$ cat src/rtl/pattern_scan_pkg.sv
// Shared types and constants for the pattern scan engine.
package pattern_scan_pkg;
  localparam int BYTE_W = 8;

  typedef enum logic [1:0] {
    S_IDLE  = 2'd0,
    S_FETCH = 2'd1,
    S_SCAN  = 2'd2,
    S_DONE  = 2'd3
  } state_e;
endpackage

$ cat src/rtl/pattern_scan_engine_byte_window_match.sv
// Combinational matcher for one byte: in-byte windows plus windows that
// reach back into the bits retained from the previous byte.
module byte_window_match
  import pattern_scan_pkg::*;
#(
  parameter int PAT_W = 5
) (
  input  logic [BYTE_W-1:0] cur_byte,
  input  logic [BYTE_W-1:0] ret_bits,
  input  logic              first,
  input  logic [PAT_W-1:0]  pat,
  output logic [3:0]        in_cnt,
  output logic              any_match,
  output logic [3:0]        cross_cnt
);
  logic [2*BYTE_W-1:0] cat;

  assign cat = {ret_bits, cur_byte};

  // Window s ends at bit s of the current byte; s above BYTE_W-PAT_W reaches
  // into the previous byte, which does not exist for the first byte.
  always_comb begin
    in_cnt    = '0;
    cross_cnt = '0;
    for (int s = 0; s < BYTE_W; s++) begin
      if (cat[s +: PAT_W] == pat) begin
        if (s <= BYTE_W - PAT_W) begin
          in_cnt    = in_cnt + 4'd1;
          cross_cnt = cross_cnt + 4'd1;
        end else if (!first) begin
          cross_cnt = cross_cnt + 4'd1;
        end
      end
    end
    any_match = (in_cnt != 4'd0);
  end
endmodule

$ cat src/rtl/pattern_scan_engine.sv
// Scans len bytes from memory as one bit string and counts occurrences of a
// PAT_W-bit pattern: inside bytes, per byte, and across byte boundaries.
module pattern_scan_engine
  import pattern_scan_pkg::*;
#(
  parameter int PAT_W     = 5,
  parameter int MAX_BYTES = 32,
  parameter int ADDR_W    = 8,
  localparam int CNT_W    = $clog2(8 * MAX_BYTES + 1)
) (
  input  logic              clk,
  input  logic              reset,
  input  logic              req,
  input  logic [PAT_W-1:0]  pat,
  input  logic [ADDR_W-1:0] base,
  input  logic [7:0]        len,
  output logic [ADDR_W-1:0] mem_addr,
  input  logic [7:0]        mem_rdata,
  output logic              busy,
  output logic              done,
  output logic [CNT_W-1:0]  cnt_in,
  output logic [CNT_W-1:0]  cnt_bytes,
  output logic [CNT_W-1:0]  cnt_cross
);
  localparam logic [7:0]        MAX_LEN  = 8'(MAX_BYTES);
  localparam logic [BYTE_W-1:0] RET_MASK = BYTE_W'((1 << (PAT_W - 1)) - 1);

  // Protocol: req is accepted only while not busy (IDLE or DONE) and samples
  // pat/base/len on that edge; done stays high with stable counts until the
  // next accepted req. Read data returns one cycle after mem_addr.
  state_e              state_q, state_d;
  logic [PAT_W-1:0]    pat_q, pat_d;
  logic [ADDR_W-1:0]   base_q, base_d, addr_q, addr_d;
  logic [7:0]          len_q, len_d, k_q, k_d, len_clamp;
  logic [BYTE_W-1:0]   ret_q, ret_d;
  logic [CNT_W-1:0]    in_q, in_d, bytes_q, bytes_d, cross_q, cross_d;
  logic                busy_q, busy_d, done_q, done_d;
  logic                first_byte, m_any;
  logic [3:0]          m_in, m_cross;

  assign len_clamp  = (len > MAX_LEN) ? MAX_LEN : len;
  assign first_byte = (k_q == 8'd0);

  byte_window_match #(.PAT_W(PAT_W)) u_match (
    .cur_byte  (mem_rdata),
    .ret_bits  (ret_q),
    .first     (first_byte),
    .pat       (pat_q),
    .in_cnt    (m_in),
    .any_match (m_any),
    .cross_cnt (m_cross)
  );

  always_comb begin
    state_d = state_q;
    pat_d   = pat_q;
    base_d  = base_q;
    addr_d  = addr_q;
    len_d   = len_q;
    k_d     = k_q;
    ret_d   = ret_q;
    in_d    = in_q;
    bytes_d = bytes_q;
    cross_d = cross_q;
    busy_d  = busy_q;
    done_d  = done_q;
    case (state_q)
      S_IDLE, S_DONE: begin
        if (req) begin
          pat_d   = pat;
          base_d  = base;
          len_d   = len_clamp;
          k_d     = 8'd0;
          ret_d   = '0;
          in_d    = '0;
          bytes_d = '0;
          cross_d = '0;
          if (len_clamp == 8'd0) begin
            state_d = S_DONE;
            busy_d  = 1'b0;
            done_d  = 1'b1;
            addr_d  = '0;
          end else begin
            state_d = S_FETCH;
            busy_d  = 1'b1;
            done_d  = 1'b0;
            addr_d  = base;
          end
        end
      end
      S_FETCH: begin
        state_d = S_SCAN;
        addr_d  = base_q + ADDR_W'(1);
      end
      S_SCAN: begin
        in_d    = in_q + CNT_W'(m_in);
        bytes_d = bytes_q + CNT_W'(m_any);
        cross_d = cross_q + CNT_W'(m_cross);
        ret_d   = mem_rdata & RET_MASK;
        if (k_q == len_q - 8'd1) begin
          state_d = S_DONE;
          busy_d  = 1'b0;
          done_d  = 1'b1;
          addr_d  = '0;
        end else begin
          k_d    = k_q + 8'd1;
          addr_d = addr_q + ADDR_W'(1);
        end
      end
      default: state_d = S_IDLE;
    endcase
  end

  always_ff @(posedge clk or negedge reset) begin
    if (!reset) begin
      state_q <= S_IDLE;
      pat_q   <= '0;
      base_q  <= '0;
      addr_q  <= '0;
      len_q   <= '0;
      k_q     <= '0;
      ret_q   <= '0;
      in_q    <= '0;
      bytes_q <= '0;
      cross_q <= '0;
      busy_q  <= 1'b0;
      done_q  <= 1'b0;
    end else begin
      state_q <= state_d;
      pat_q   <= pat_d;
      base_q  <= base_d;
      addr_q  <= addr_d;
      len_q   <= len_d;
      k_q     <= k_d;
      ret_q   <= ret_d;
      in_q    <= in_d;
      bytes_q <= bytes_d;
      cross_q <= cross_d;
      busy_q  <= busy_d;
      done_q  <= done_d;
    end
  end

  assign mem_addr  = addr_q;
  assign busy      = busy_q;
  assign done      = done_q;
  assign cnt_in    = in_q;
  assign cnt_bytes = bytes_q;
  assign cnt_cross = cross_q;
endmodule

$ cat config.mk
export PLATFORM = sky130hd
export DESIGN_NAME = pattern_scan_engine
export DESIGN_NICKNAME = d
export VERILOG_FILES = /design/src/rtl/pattern_scan_pkg.sv /design/src/rtl/pattern_scan_engine_byte_window_match.sv /design/src/rtl/pattern_scan_engine.sv
export SDC_FILE = /design/constraint.sdc
export NUM_CORES = 1
export LEC_CHECK = 0
export ABC_CLOCK_PERIOD_IN_PS = 6000
export CAP_MARGIN = 20
export CORE_ASPECT_RATIO = 1.1
export CORE_MARGIN = 3
export CORE_UTILIZATION = 40
export DETAILED_ROUTE_END_ITERATION = 7
export GPL_TIMING_DRIVEN = 0
export PLACE_DENSITY = 0.65
export SLEW_MARGIN = 20
export SYNTH_ARGS = -nofsm -noshare
export SYNTH_HDL_FRONTEND = slang
export SYNTH_SLANG_ARGS = --single-unit
export TNS_END_PERCENT = 20
$ cat constraint.sdc
create_clock -name clk -period 6 [get_ports clk]
set_input_delay 1.2 -clock clk [delete_from_list [all_inputs] [get_ports clk]]
set_output_delay 1.2 -clock clk [all_outputs]
set_load 0.01 [all_outputs]
==> summary.txt, run 1 <==
Outcome
  • Status: finished with violations
  • Failing checks: setup timing

Pwr
  • Leakage: about 2.9 nW
  • Flop pwr share: 0.392
  • Combinational Power Share: 0.294
  • Int Pwr: between 1 and 1.5 mW
  • Sw frac: 0.304
  • Clock power share: 0.314
  • P_sw: approximately 0.5 mW
  • Worst vdd ir: around 0.15 mV
  • PD cells: roughly 250 nW/um^2
  • Total power: between 1.5 and 2 mW

Yosys
  • Simple logic cell fraction of the synthesized area: 0.187
  • Post-synthesis cell count: around 550
  • Avg Inst Size Synth: between 9 and 10 um^2
  • Yosys reg bits: between 70 and 80
  • Post-synthesis sequential area ratio: 0.351
  • Yosys top cell area share: 0.351
  • Synth Area in XOR/XNOR: 0.158
  • Combinational family with the most area after synthesis: simple AND/OR/NAND/NOR gates
  • Synth warn: 0
  • Compound-cell area share of the yosys netlist: 0.145
  • Yosys top cell by area: dfrtp_1
  • Largest cells by area after synthesis: dfrtp_1, xnor2_1, ha_1
  • Post-synth design cell area: 5130 um^2
  • Synth Area in Adders: 0.0668
  • Number of flops mapped to enable cells by yosys: 0
  • Syn Nets: approximately 610
  • Post-synth cell types: 71
  • Post-synth top flop: dfrtp_1
  • Post-synthesis async set-or-reset flop share: 1.00
  • Mux cell area share after synthesis: 0.0485

Floorplan
  • Io pins: 69
  • Die extent in x: ~110 um
  • Site Rows: 42
  • Die ar.: 14200 um^2
  • Core area: roughly 12000 um^2
  • Die height: 125 um
  • Initial core utilization: 0.418

Setup path
  • Crit path top cell by count: ha_4
  • R2r startpoint: pat_q[3]$_DFFE_PN0P_
  • Worst EP required: slightly above 6 ns
  • Crit path launch: mem_rdata[2]
  • Setup Crit Path Kind: input pin to flop
  • Max stage delay cell, worst path: or4_4
  • CP peak stage delay: approximately 0.55 ns
  • Crit. End Element: flop
  • Startpoint Class: input pin
  • CP Max Fanout: 5
  • Critical Path AT: around 6.2 ns

Clocking
  • Root buf cell: clkbuf_16
  • CTS tree: done
  • CTS Hold Bufs: 0
  • Worst-Skew Late Latency: around 0.33 ns
  • Htree depth: 3
  • Clock Sinks: between 70 and 80
  • Register clock-pin slew on the reported worst setup and hold paths: 0.05 ns
  • CTS Buf Count: 9
  • Clk buf depth: 2

Cells and area
  • P&R area growth vs syn: 28.6%
  • Commonest non-fill, non-tap cell in the layout: dfrtp_1
  • Layout Nets: 697
  • Layout cells sized above 1: 0.149
  • Inserted Diodes: 0
  • Commonest non-fill, non-tap cells in the layout: dfrtp_1, clkdlybuf4s50_1, xnor2_1, nand2_1, nor2_1
  • Fin util: 0.537

STA
  • Fin crit share: 1.00
  • Hold Violations, Final: 0
  • F_max: 0.167 GHz
  • Skew final: between 0.006 and 0.007 ns
  • Final WS setup: -0.00395 ns
  • # setup viols final: 1
  • RSZ-0062 raised after global routing: yes
  • Least-Margin Pin Slew: between 0.9 and 1 ns
  • Final min period: roughly 6 ns
  • Final Max Tran Viols: 0
  • Relative slew slack: 0.331

Drt
  • Wire per inst: between 15 and 20 um
  • Drt first pass iters: 4
  • Initial DRC Count: 189
  • Drc violations: 0
  • DR vias: roughly 4300
  • Post-route antenna net violation count: 0
  • Final WL: about 13000 um
  • Vias per cell: between 5 and 6

GRT
  • Initial antenna violation count: 0
  • Number of global-route vias before repair: between 4000 and 5000
  • Largest net degree at the start of global routing: 50
  • First-pass GRT wire length: roughly 22000 um
  • Global-route usage over all layers: 0.187
  • Grt ovf: 0

Min path
  • Hold WC Path Type: flop to flop
  • Worst Min Path Start: busy$_DFFE_PN0P_

Run
  • Max-cap violation count: 0

Place
  • Gp weighted congestion: 0.883
  • I/O Buffers: 63
  • Pre-CTS WS: -1.13 ns
  • HPWL after DPL: roughly 9600 um
## metrics by stage
step / std cells / hold WS, ns / setup TNS [ns] / area, um^2
4_1_cts: 794 / 0.515 / 0 / 6440
6_report: 798 / 0.506 / -0.00395 / 6600
2_1_floorplan: 548 / 0.474 / 0 / 5160
5_1_grt: 798 / 0.544 / -1.07 / 6600
3_3_place_gp: 765 / 0.477 / -6.32 / 5980
3_5_place_dp: 766 / 0.493 / -7.15 / 6010
## final timing paths
path	end	slack, ns	cells after the start
max in group asynchronous	ret_q[0]$_DFFE_PN0P_	4.67	2
hold / removal	busy$_DFFE_PN0P_	0.51	2
setup reg to reg	cnt_cross[8]$_DFFE_PN0P_	0.39	31
setup / recovery	cnt_cross[8]$_DFFE_PN0P_	-0.004	30
min in group asynchronous	mem_addr[3]$_DFFE_PN0P_	0.77	1
hold reg to reg	busy$_DFFE_PN0P_	0.51	2
## flip-flops by register name (all words and copies together) (netlist names)
name and flops:
cnt_in 9, cnt_bytes 9, cnt_cross 9, k_q 8, state_q 2, pat_q 5
len_q 8, base_q 8, ret_q 4, done 1, mem_addr 8, busy 1
## layout make-up
class / instances / area, um^2
clock inverter: 4 / 45.0
tap: 154 / 193
timing repair buffer: 80 / 776
multi-input combinational: 425 / 3320
fill: 1120 / 5700
inverter: 28 / 108
buffer: 23 / 126
sequential: 72 / 1800
clock buffer: 12 / 236
## critical path, delay by kind of cell
family | cells | cell delay, ns
AOI/OAI and AO/OA | 4 | 0.66
xor gates and xnor gates | 5 | 0.75
buffers and inverters | 3 | 0.29
adders and majority gates | 6 | 1.46
muxes | 2 | 0.46
and+or+nand+nor | 10 | 1.33
## synth_stat cells, drive strengths merged (2+ instances only)
cell type,n
dfrtp,72
xnor2,54
nand2,40
nor2,37
xor2,35
a21oi,29
inv,28
ha,25
nand3,21
clkbuf,15
mux2,15
a22o,13
and3,13
o21ai,12
nand2b,10
nand4,10
nor2b,10
nor3,9
buf,8
mux2i,8
a221oi,7
nor4,6
and2,5
a211oi,4
a22oi,4
and4,4
o22ai,4
o31ai,4
or3,4
a31oi,3
or4,3
a2111oi,2
a2bb2oi,2
nand3b,2
o2111ai,2
o211ai,2
o21a,2
o311ai,2
o31a,2
or2,2
## what timing repair did
action | 4_1_cts | 5_1_grt
pin swaps | 15 | 20
endpoints found under the setup margin | 8 | 7
gates resized for setup | 29 | 30
setup buffers | 12 | 4
## routing by layer
layer / share of wire / vias up / track usage
li1: - / 2116 / -
met1: 0.45 / 2107 / 0.245
met2: 0.50 / 79 / 0.308
met3: 0.034 / 18 / 0.0335
met4: 0.016 / 0 / 0.0601
met5: 0 / - / 0
## logic make-up after synthesis
kind of cell,count (synthesis)
AO/OA/AOI/OAI,103
other,1
adder cells (fa/ha/maj),27
XOR/XNOR,90
buffers and inverters,51
flip-flops,72
AND/OR/NAND/NOR,181
multiplexers,23
## power groups by stage
stage / clock [mW] / sequential, mW / combinational [mW]
finish: 0.516 / 0.644 / 0.483
global route: 0.546 / 0.659 / 0.534
CTS: 0.527 / 0.644 / 0.474
detailed placement: 0 / 0.651 / 0.455
global placement: 0 / 0.648 / 0.442
floorplan: 0 / 0.661 / 0.204
Power figures use the tool's default switching activity.
==> run 2, diff against run 1 <==
Settings changed: CORE_UTILIZATION 40 to 28, CTS_CLUSTER_DIAMETER set to 200, PLACE_DENSITY 0.65 to 0.5.
==> run 2 against run 1 <==
The flow now finishes without violations; cell area up 2.6%; flip-flop and latch count unchanged; clock power rose by 12%; core utilization down 16 points; largest cell class unchanged; cell count rose by 11%; largest power group unchanged; critical path type unchanged.
==> summary.txt, run 2 (synthesized netlist as in run 1, its figures left out) <==
Setup path
  • Setup Crit Path Kind: input pin to flop
  • Critical Path AT: 6.15 ns (-0.06 ns)
  • Crit. End Element: flop
  • CP Max Fanout: 7 (+2)
  • Startpoint Class: input pin
  • Worst EP required: 6.22 ns (+0.02 ns)
  • CP peak stage delay: 0.42 ns (-0.13 ns)
  • Max stage delay cell, worst path: a2111o_1

STA
  • Fin crit share: 0.988 (-0.0127)
  • Final min period: 5.93 ns (-0.0759 ns)
  • Final Max Tran Viols: 0 (unchanged)
  • Hold Violations, Final: 0 (unchanged)
  • Hold WS: 0.516 ns (+0.00917 ns)
  • Least-Margin Pin Slew: 0.985 ns (-0.0104 ns)
  • Skew final: 0.00921 ns (+0.00289 ns)
  • RSZ-0062 raised after global routing: yes
  • TNS Setup: 0 ns (+0.00395 ns)
  • F_max: 0.169 GHz (+1.3%)
  • Relative slew slack: 0.338 (+0.00700)
  • # setup viols final: 0 (-1)

Cells and area
  • P&R area growth vs syn: 31.9%
  • Fillers: 1761 (+57%)
  • Layout Nets: 703 (+0.86%)
  • Commonest non-fill, non-tap cell in the layout: dfrtp_1
  • Commonest non-fill, non-tap cells in the layout: dfrtp_1, clkdlybuf4s50_1, xnor2_1, nand2_1, nor2_1
  • Layout cells sized above 1: 0.155 (+0.00632)
  • Inserted Diodes: 0 (unchanged)

Clocking
  • CTS Hold Bufs: 0 (unchanged)
  • Worst-Skew Late Latency: 0.34 ns (about the same)
  • Clock Sinks: 72 (unchanged)
  • Htree depth: 3 (unchanged)
  • Register clock-pin slew on the reported worst setup and hold paths: 0.06 ns (about the same)
  • CTS Buf Count: 9 (unchanged)
  • Clk buf depth: 2 (unchanged)
  • CTS tree: done
  • Root buf cell: clkbuf_16

Drt
  • Drc violations: 0 (unchanged)
  • Final WL: 13900 um (+6.5%)
  • DR vias: 4321 (+0.023%)
  • Wire per inst: 15.6 um (-4.3%)
  • Vias per cell: 4.87 (-10%)
  • Initial DRC Count: 240 (+27%)
  • Post-route antenna net violation count: 0 (unchanged)
  • Drt first pass iters: 4 (unchanged)

Place
  • HPWL after DPL: 10400 um (+8.2%)
  • I/O Buffers: 63 (unchanged)
  • Gp weighted congestion: 0.798 (-9.6%)

Min path
  • Hold WC Path Type: flop to flop

GRT
  • Global-route usage over all layers: 0.141 (-0.0454)
  • Number of global-route vias before repair: 4466 (+0.79%)
  • First-pass GRT wire length: 22900 um (+5.1%)
  • Initial antenna violation count: 0 (unchanged)
  • Largest net degree at the start of global routing: 44 (-12%)
  • Grt ovf: 0 (unchanged)

Pwr
  • PD cells: 251 nW/um^2 (+0.75%)
  • Worst vdd ir: 0.135 mV (-9.9%)
  • Leakage: 2.95 nW (+0.93%)

Floorplan
  • Initial core utilization: 0.287 (-0.130)
  • Die extent in x: 135 um (+18%)
  • Site Rows: 51 (+21%)
  • Io pins: 69 (unchanged)
  • Die height: 148 um (+19%)
  • Core area: 17900 um^2 (+45%)
  • Die ar.: 20000 um^2 (+41%)

Run
  • Max-cap violation count: 0 (unchanged)

Outcome
  • Status: completed
run 2: critical path: cells and delay by family:
kind / cells / cell delay, ns
and+or+nand+nor: 7 / 1.08
muxes: 2 / 0.49
adders and majority gates: 5 / 1.27
buffers and inverters: 6 / 0.79
xor gates and xnor gates: 3 / 0.46
AOI/OAI and AO/OA: 5 / 0.84
run 2: final timing paths:
check                                startpoint                        to  slack (ns)  depth (start not counted)
min in group asynchronous                 reset  cnt_cross[6]$_DFFE_PN0P_        0.80                          1
max in group asynchronous                 reset      ret_q[3]$_DFFE_PN0P_        4.64                          2
hold reg to reg            len_q[7]$_DFFE_PN0P_      len_q[7]$_DFFE_PN0P_        0.52                          1
hold / removal             len_q[7]$_DFFE_PN0P_      len_q[7]$_DFFE_PN0P_        0.52                          1
setup / recovery                   mem_rdata[5]  cnt_cross[3]$_DFFE_PN0P_        0.07                         28
setup reg to reg           pat_q[3]$_DFFE_PN0P_  cnt_cross[3]$_DFFE_PN0P_        0.47                         33
run 2: routing by layer:
layer,vias to the layer above,GRT usage,share of wire
li1,2133,-,-
met4,0,0.0504,0.010
met2,81,0.245,0.50
met5,-,0,0
met3,11,0.0180,0.034
met1,2096,0.180,0.45
run 2: layout make-up:
type,instances,area [um^2],share of cell area
repair buffers,86,823,0.122
clock buffers,11,243,0.0358
clock inverters,5,80.1,0.0118
well taps,238,298,0.0440
plain buffers,23,126,0.0187
flip-flops and latches,72,1800,0.266
inverters,28,108,0.0159
multi-input cells,425,3290,0.486
run 2: power breakdown:
part / internal [mW] / leakage (nW) / switching [mW] / total [mW]
Sequential: 0.557 / 0.925 / 0.0874 / 0.645
Clock: 0.375 / 0.152 / 0.206 / 0.580
Combinational: 0.262 / 1.88 / 0.212 / 0.474
run 2: repair_timing:
item	CTS	global route
resized for setup	44	11
endpoints found under the setup margin	8	6
pin swaps	22	9
buffers inserted	19	4
run 2: stage by stage:
stage,setup WS [ns],std cells,power [mW],area (um^2),util
after floorplan,0.0139,548,0.865,5160,-
after global routing,-0.183,888,1.80,6770,0.379
after detailed placement,-1.23,850,1.11,6110,0.342
after CTS,0.00693,884,1.72,6670,0.373
final,0.0720,888,1.70,6770,0.379
after global placement,-1.10,849,1.10,6090,0.341
==> run 3, diff against run 2 <==
Settings changed: ABC_AREA set to 0.
==> results of run 3 <==
No change in the layout: final DEF, timing and power equal those of run 2.
